File: src/rtl/assert_pkg.sv
// rtl/assert_pkg.sv - shared types and helpers for the assertion message gate and pli stop logic
package assert_pkg;

    typedef enum logic [1:0] {
        WAIT_RST = 2'd0,
        HOLD     = 2'd1,
        ARMED    = 2'd2,
        HALT     = 2'd3
    } gate_state_e;

    // Widest source vector / counter the helpers handle.
    localparam int MAX_W = 32;

    function automatic logic [5:0] popcount(input logic [MAX_W-1:0] vec);
        logic [5:0] n;
        n = '0;
        for (int i = 0; i < MAX_W; i++) begin
            n = n + {5'd0, vec[i]};
        end
        return n;
    endfunction

    // Add with one guard bit, clamping to all-ones of a `width`-bit counter.
    function automatic logic [MAX_W-1:0] sat_add(input logic [MAX_W-1:0] cnt,
                                                 input logic [MAX_W-1:0] inc,
                                                 input int unsigned      width);
        logic [MAX_W:0] sum;
        logic [MAX_W:0] max_val;
        sum     = {1'b0, cnt} + {1'b0, inc};
        max_val = (33'd1 << width) - 33'd1;
        if (sum > max_val) begin
            return max_val[MAX_W-1:0];
        end
        return sum[MAX_W-1:0];
    endfunction

endpackage

File: src/rtl/sat_counter.sv
// rtl/sat_counter.sv - saturating counter advanced by the popcount of a pulse vector
// Ports:
//   clk, reset_l      clock and synchronous active-low reset
//   inc_vec [NSRC]    pulses; each set bit adds one
//   en                count enable (pulses ignored when low)
//   clr               zero the count next cycle; wins over en
//   count  [CNT_W]    registered count
//   count_next [CNT_W] value count takes at the next edge
module sat_counter
    import assert_pkg::*;
#(
    parameter int CNT_W = 16,
    parameter int NSRC  = 4
) (
    input  logic             clk,
    input  logic             reset_l,
    input  logic [NSRC-1:0]  inc_vec,
    input  logic             en,
    input  logic             clr,
    output logic [CNT_W-1:0] count,
    output logic [CNT_W-1:0] count_next
);

    logic [MAX_W-1:0] vec_ext;
    logic [MAX_W-1:0] cnt_ext;
    logic [MAX_W-1:0] inc_ext;
    logic [CNT_W-1:0] sum;

    always_comb begin
        vec_ext              = '0;
        vec_ext[NSRC-1:0]    = inc_vec;
        cnt_ext              = '0;
        cnt_ext[CNT_W-1:0]   = count;
        inc_ext              = '0;
        inc_ext[5:0]         = popcount(vec_ext);
        sum                  = CNT_W'(sat_add(cnt_ext, inc_ext, CNT_W));
        if (clr) begin
            count_next = '0;
        end else if (en) begin
            count_next = sum;
        end else begin
            count_next = count;
        end
    end

    always_ff @(posedge clk) begin
        if (!reset_l) begin
            count <= '0;
        end else begin
            count <= count_next;
        end
    end

endmodule

File: src/rtl/assert_msg_gate.sv
// rtl/assert_msg_gate.sv - qualifies assertion pulses against design reset and counts them
// Ports:
//   clk, reset_l        clock and synchronous active-low block reset
//   dut_reset_l         design reset level (low = design in reset)
//   err_vld, warn_vld   per-source one-cycle error / warning pulses
//   clear               zero counts and sticky mask, leave HALT
//   message_on          checking enabled (ARMED or HALT)
//   errors, warnings    saturating qualified counts
//   err_src             sticky mask of sources that logged an error
//   stop_req            stop request while in HALT
module assert_msg_gate
    import assert_pkg::*;
#(
    parameter int NSRC       = 4,
    parameter int HOLDOFF    = 16,
    parameter int CNT_W      = 16,
    parameter int WARN_LIMIT = 0
) (
    input  logic             clk,
    input  logic             reset_l,
    input  logic             dut_reset_l,
    input  logic [NSRC-1:0]  err_vld,
    input  logic [NSRC-1:0]  warn_vld,
    input  logic             clear,
    output logic             message_on,
    output logic [CNT_W-1:0] errors,
    output logic [CNT_W-1:0] warnings,
    output logic [NSRC-1:0]  err_src,
    output logic             stop_req
);

    localparam logic [15:0] HOLD_LAST = 16'(HOLDOFF - 1);

    gate_state_e      state, state_next;
    logic [15:0]      hold_cnt, hold_cnt_next;
    logic             counting;
    logic [CNT_W-1:0] errors_next, warnings_next;
    logic [31:0]      warn_ext;
    logic             warn_hit;

    assign counting = (state == ARMED) || (state == HALT);

    sat_counter #(.CNT_W(CNT_W), .NSRC(NSRC)) u_err_cnt (
        .clk        (clk),
        .reset_l    (reset_l),
        .inc_vec    (err_vld),
        .en         (counting),
        .clr        (clear),
        .count      (errors),
        .count_next (errors_next)
    );

    sat_counter #(.CNT_W(CNT_W), .NSRC(NSRC)) u_warn_cnt (
        .clk        (clk),
        .reset_l    (reset_l),
        .inc_vec    (warn_vld),
        .en         (counting),
        .clr        (clear),
        .count      (warnings),
        .count_next (warnings_next)
    );

    // Halt decisions look at the post-update counts so stop_req rises on
    // the same edge that makes the count cross the threshold.
    always_comb begin
        warn_ext              = '0;
        warn_ext[CNT_W-1:0]   = warnings_next;
        warn_hit              = (WARN_LIMIT != 0) && (warn_ext >= 32'(WARN_LIMIT));
    end

    always_comb begin
        state_next    = state;
        hold_cnt_next = hold_cnt;
        case (state)
            WAIT_RST: begin
                hold_cnt_next = '0;
                if (dut_reset_l) begin
                    state_next = (HOLDOFF == 0) ? ARMED : HOLD;
                end
            end
            HOLD: begin
                if (!dut_reset_l) begin
                    state_next    = WAIT_RST;
                    hold_cnt_next = '0;
                end else if (hold_cnt == HOLD_LAST) begin
                    state_next    = ARMED;
                    hold_cnt_next = '0;
                end else begin
                    hold_cnt_next = hold_cnt + 16'd1;
                end
            end
            ARMED: begin
                if (!dut_reset_l) begin
                    state_next = WAIT_RST;
                end else if ((errors_next != '0) || warn_hit) begin
                    state_next = HALT;
                end
            end
            HALT: begin
                if (!dut_reset_l) begin
                    state_next = WAIT_RST;
                end else if (clear) begin
                    state_next = ARMED;
                end
            end
            default: begin
                state_next    = WAIT_RST;
                hold_cnt_next = '0;
            end
        endcase
    end

    always_ff @(posedge clk) begin
        if (!reset_l) begin
            state      <= WAIT_RST;
            hold_cnt   <= '0;
            err_src    <= '0;
            message_on <= 1'b0;
            stop_req   <= 1'b0;
        end else begin
            state      <= state_next;
            hold_cnt   <= hold_cnt_next;
            message_on <= (state_next == ARMED) || (state_next == HALT);
            stop_req   <= (state_next == HALT);
            if (clear) begin
                err_src <= '0;
            end else if (counting) begin
                err_src <= err_src | err_vld;
            end
        end
    end

endmodule

File: config.mk
export PLATFORM = sky130hd
export DESIGN_NAME = assert_msg_gate
export DESIGN_NICKNAME = d
export VERILOG_FILES = /design/src/rtl/assert_pkg.sv /design/src/rtl/sat_counter.sv /design/src/rtl/assert_msg_gate.sv
export SDC_FILE = /design/constraint.sdc
export NUM_CORES = 1
export LEC_CHECK = 0
export BUFFER_PORTS_ARGS = -buffer_cell sky130_fd_sc_hd__buf_2
export CAP_MARGIN = 20
export CORE_MARGIN = 2
export CORE_UTILIZATION = 53
export DETAILED_ROUTE_END_ITERATION = 8
export GPL_ROUTABILITY_DRIVEN = 0
export GPL_TIMING_DRIVEN = 0
export PLACE_DENSITY = 0.76
export SYNTH_ARGS = -nofsm -noshare
export SYNTH_HDL_FRONTEND = slang
export SYNTH_SLANG_ARGS = --single-unit
File: constraint.sdc
create_clock -name clk -period 4.8 [get_ports clk]
set_clock_uncertainty 0.2 [all_clocks]
set_input_delay 0 -clock clk [delete_from_list [all_inputs] [get_ports clk]]
set_output_delay 0 -clock clk [all_outputs]
set_load 0.02 [all_outputs]
# Yosys cells after proc, flatten, opt, wreduce, memory -nomap -nowiden
# Index checks and enable logic that the tools add are counted.
# totals
reg_bits	56
input_bits	12
output_inout_bits	38
word_cells	51
# op_classes
add_sub_neg	9
magnitude_cmp	2
n_eq_ne	6
n_mux	19
bitwise_logic	2
reduce_logical	6
# op_table
cell	n
2-to-1 mux 16 bit	8
adder 16 x 6 -> 17 bit	2
greater-than comparator 17 x 16 -> 1 bit (second input constant)	2
case mux 16 bit (2 select lines)	1
adder 6 x 1 -> 6 bit	4
adder 16 x 1 -> 16 bit (second input constant)	1
== test 16 x 4 -> 1 bit (second input constant)	1
nonzero test 16 bit	1
2-to-1 mux 2 bit	7
== test 2 bit (second input constant)	4
case mux 2 bit (4 select lines)	1
adder 1 x 1 -> 2 bit	2
OR 4 bit	1
== test 2 x 1 -> 1 bit (second input constant)	1
zero test 2 bit	1
logical OR 1 bit	2
2-to-1 mux 1 bit	2
nonzero test 2 bit	1
OR reduction 2 bit	1
NOT 1 bit	1

# Logic depth before layout (Yosys ltp)
# logic_depth
word_depth	15
mapped_depth	15
mapped_depth_nobuf	14

# Hierarchy
# A second synthesis with hierarchy kept.
# unflattened
cells_unflattened	390
hier_area_um2	3234.4
# by_module_without_submodules
mod	instances	cells_per_inst	area_per_inst_um2	seq_area_each_um2
assert_msg_gate	1	132	1143.6	460.4
sat_counter (u_err_cnt)	1	133	1054.8	320.3
sat_counter (u_warn_cnt)	1	125	1036.0	320.3

# Worst setup path before layout
# Ideal clock, no wire load.
# synth_path
kind	input port to flip-flop
start	input err_vld[0]
end	register state[0]
t_arrival_ns	2.876
setup_slack_ns	1.590
cell_stages	13
cell_sequence	ha_1 > inv_1 > fa_1 > inv_1 > ha_1 > fa_1 > a21oi_2 > nor2_1 > a31oi_1 > a21oi_1 > or4_4 > nor4_2 > a211oi_2
# synth_via
elab_chain_cells	13
# synth_rtl
element	line_no	source
from (decl)	assert_msg_gate.sv:22	input logic [NSRC-1:0] err_vld,
adder 1 x 1 -> 2 bit *	assert_pkg.sv:18	n = n + {5'd0, vec[i]};
adder 6 x 1 -> 6 bit * (2 in a row)	assert_pkg.sv:18	
adder 16 x 6 -> 17 bit *	assert_pkg.sv:29	sum = {1'b0, cnt} + {1'b0, inc};
greater-than comparator 17 x 16 -> 1 bit	assert_pkg.sv:31	if (sum > max_val) begin
2-to-1 mux 1 bit	assert_pkg.sv:31	
2-to-1 mux 16 bit *	assert_pkg.sv:34	return sum[MAX_W-1:0];
2-to-1 mux 16 bit *	sat_counter.sv:39	end else if (en) begin
2-to-1 mux 16 bit *	sat_counter.sv:37	if (clr) begin
nonzero test 16 bit *	assert_msg_gate.sv:95	end else if ((errors_next != '0) || warn_hit) begin
2-to-1 mux 2 bit *	assert_msg_gate.sv:95	
2-to-1 mux 2 bit *	assert_msg_gate.sv:93	if (!dut_reset_l) begin
case mux 2 bit (4 select lines) *	assert_msg_gate.sv:74	case (state)
to (signal assigned)	assert_msg_gate.sv:121	state <= state_next;
to (decl)	assert_msg_gate.sv:34	gate_state_e state, state_next;
# Mark *: on every way between the ends. The rest lies on a longest branch, timed or not.
# A chain may end at the register's enable or synchronous reset.

# Worst setup path in the final report
# layout_path
start	input err_vld[1]
end	register stop_req
# layout_via
elab_chain_cells	14
# layout_rtl
element	line_no	source
adder 1 x 1 -> 2 bit *	assert_pkg.sv:18	
adder 6 x 1 -> 6 bit * (2 in a row)	assert_pkg.sv:18	
adder 16 x 6 -> 17 bit *	assert_pkg.sv:29	
greater-than comparator 17 x 16 -> 1 bit	assert_pkg.sv:31	
2-to-1 mux 1 bit	assert_pkg.sv:31	
2-to-1 mux 16 bit *	assert_pkg.sv:34	
2-to-1 mux 16 bit *	sat_counter.sv:39	
2-to-1 mux 16 bit *	sat_counter.sv:37	
nonzero test 16 bit *	assert_msg_gate.sv:95	
2-to-1 mux 2 bit *	assert_msg_gate.sv:95	
2-to-1 mux 2 bit *	assert_msg_gate.sv:93	
case mux 2 bit (4 select lines) *	assert_msg_gate.sv:74	
== test 2 bit *	assert_msg_gate.sv:124	stop_req <= (state_next == HALT);
to (signal assigned)	assert_msg_gate.sv:124	
to (decl)	assert_msg_gate.sv:29	output logic stop_req
# Marks and branches as above.

==> reports/summary.txt <==
Final wirelength -> 7.24 mm
Final Hold Viols -> 0
Worst-case setup margin in the final layout -> 959 ps
Most common library cells after synthesis -> dfxtp_1, nor2_1, nand2_1, inv_1
Starting density of the core -> 0.551
Run status -> completed
Crit share post-route -> 0.800
Overall track demand over capacity in global routing -> 0.235
Async SR Flop Fraction -> 0
Met1 routing resource usage after global routing -> 0.311
Post-layout util -> 0.643
Top-area cell type share of the netlist area -> 0.361
Kind of end point of the critical path -> register
Drt first-iter violations -> 162
Minimum hold slack -> 39.5 ps
Maximum net fanout on the critical path -> 7
Met2 routing resource usage after global routing -> 0.384
TritonCTS clock tree -> built
Number of slew-limit violations in the final report -> 0
Nets in the synthesized netlist -> 401
Total congestion overflow -> 0
Post-route setup TNS -> 0 ps
Family with the most delay on the worst path -> adder cells
Syn Std Cell Area -> 3050 µm²
Cell count after placement -> 494
Count of buffers added by post-CTS timing repair for setup -> 0
Layout Cell Area excl Fill -> 3560 µm²
IO Count -> 50
Maximum vdd drop -> 125 µV
Synthesis-to-layout area growth -> 16.8%
Max Clock Freq -> 0.260 GHz
Antenna viol nets, final -> 0
Headroom to the max-slew limit -> 0.628
Shortest clock period the worst path allows after layout -> 3840 ps
Number of sinks handled by clock tree synthesis -> 55
WS Path Type -> in -> reg
Ratio of cells with drive above 1 in the final layout -> 0.174
Critical path, cell by cell -> dlygate4sd3_1, buf_2, ha_1, inv_1, fa_1, inv_1, ha_1, fa_1, a21oi_2, nor2_1, a31oi_1, a21oi_1, or4_4, nor4_2, a2111oi_2
Required time reported for the critical path endpoint -> 4780 ps
Post-detailed-route DRC marker count -> 0
Max-cap violations -> 0
Synth warnings -> 0
Number of buffers between clock root and the deepest sink -> 2
Most area-hungry cell type in the Yosys netlist -> dfxtp_1
Floorplan Core Area -> 5540 µm²
Number of cell rows -> 27
Post-placement setup slack -> 1210 ps
Average routed wire per standard cell -> 14.2 µm
Count of flip-flops with a built-in enable after synthesis -> 0
Number of nets at the end of the flow -> 462
Antenna fix cells -> 0
Pin slew with the least headroom to its limit -> 558 ps
Largest net degree at the start of global routing -> 18
Cell area after placement -> 3380 µm²
Die Y-Extent -> 79.9 µm
Number of vias in the routed layout -> 2,932
Wire length of the first global-routing pass -> 12.1 mm
Setup Viol. Count Final -> 0
Initial antenna violation count -> 0
CP Data Arrival Time -> 3820 ps
Met3 Use GR -> 0.0419
Power per cell area -> 235 nW/µm²
Cell with the largest stage delay on the worst path -> dlygate4sd3_1
Cells after synthesis -> 374
Port bufs -> 48
Total power after layout -> 0.837 mW
DRT Pass-1 Iters -> 4
Layer with the highest usage after global routing -> met2
Full die area -> 6380 µm²
Cell with the most instances after synthesis -> dfxtp_1
Synthesized area per cell -> 8.16 µm²
Worst skew pair latency -> 310 ps
Number of buffers inserted during clock tree synthesis -> 5
Worst min path class -> in -> reg
Buf+Inv Stages, Crit Path -> 4
Top post-synthesis cells by area -> dfxtp_1, nor2_1, ha_1
Setup repair after global routing missed its margin -> no
Clk root buf -> clkbuf_8
Post-detail-place hpwl -> 5.28 mm
Final instance count without filler cells -> 508
Number of H-tree levels -> 2
Clock slew seen by the registers of the worst setup and hold paths -> 100 ps
Die boundary width -> 79.9 µm
Type of element launching the critical path -> primary input
Most frequently used flop master after synthesis -> dfxtp_1
Count of state elements after synthesis -> 55
Seq/Total Area, Yosys -> 0.361
Via count of the first global-routing pass -> 2,722
Detail-routed via count per cell -> 5.77
Worst stage delay on the critical path -> 540 ps
Number of distinct library cells after synthesis -> 61
Leakage Power -> 1.41 nW
[cells by family (layout without fill, tap and decap cells)]
group | after synthesis | count (layout) | synth area share
xor gates and xnor gates | 15 | 15 | 0.0430
muxes | 2 | 2 | 0.00656
DFF | 55 | 55 | 0.361
AOI/OAI and AO/OA | 91 | 91 | 0.198
adders and majority gates | 15 | 15 | 0.0713
and+or+nand+nor | 158 | 158 | 0.273
buffers and inverters | 38 | 100 | 0.0475
[per-layer routing]
metal | up-vias | wire length, µm
li1 | 1463 | -
met1 | 1355 | 3300
met2 | 100 | 3380
met3 | 14 | 426
met4 | 0 | 128
met5 | - | 0
[registers in the layout, summed over array words and instances, names as in the netlist]
| register | cells |
|---|---|
| hold_cnt | 16 |
| u_err_cnt.count | 16 |
| u_warn_cnt.count | 16 |
| err_src | 4 |
| message_on | 1 |
| state | 1 |
| stop_req | 1 |
[worst min-delay path, stage by stage]
cell	delay [ps]
clkbuf_1	270
a211oi_1	100
and2_1	150
[layout by cell type, fill, tap and decap left out, drive strengths merged, types with 8 or more instances in the layout]
master  count
xnor2       8
nor2       50
ha         11
nand2      25
buf        51
clkbuf     17
nor3       14
nand3      19
a31oi      16
o21ai      22
dfxtp      55
inv        24
nor4        8
a21oi      22
and3        8
[what timing repair did]
action,4_1_cts,5_1_grt
gates resized for setup,0,0
hold buffers,6,0
hold endpoints to repair,17,0
[power by group]
| part | leakage [nW] | switching, mW | internal (mW) |
|---|---|---|---|
| Sequential | 0.443 | 0.00118 | 0.457 |
| Clock | 0.0618 | 0.157 | 0.172 |
| Combinational | 0.903 | 0.0295 | 0.0202 |
| Total | 1.41 | 0.188 | 0.649 |
[layout make-up]
cell class                      count  area [µm²]
Clock inverter                      2        38.8
Multi-Input combinational cell    281        1810
Tap cell                           72        90.1
Fill cell                         485        1980
Sequential cell                    55        1100
Clock buffer                        6        82.6
Inverter                           24        90.1
Buffer                             14        55.1
Timing Repair Buffer               54         300
[path summary, 6_finish.rpt]
kind                      start                  end  slack [ps]  cells past startpoint
min                       clear  u_err_cnt.count[11]          40                      3
max                  err_vld[1]             stop_req         960                     15
min reg2reg          err_src[2]           err_src[2]         280                      2
max reg2reg  u_err_cnt.count[0]             stop_req        1780                      9
Power figures use the tool's default switching activity.
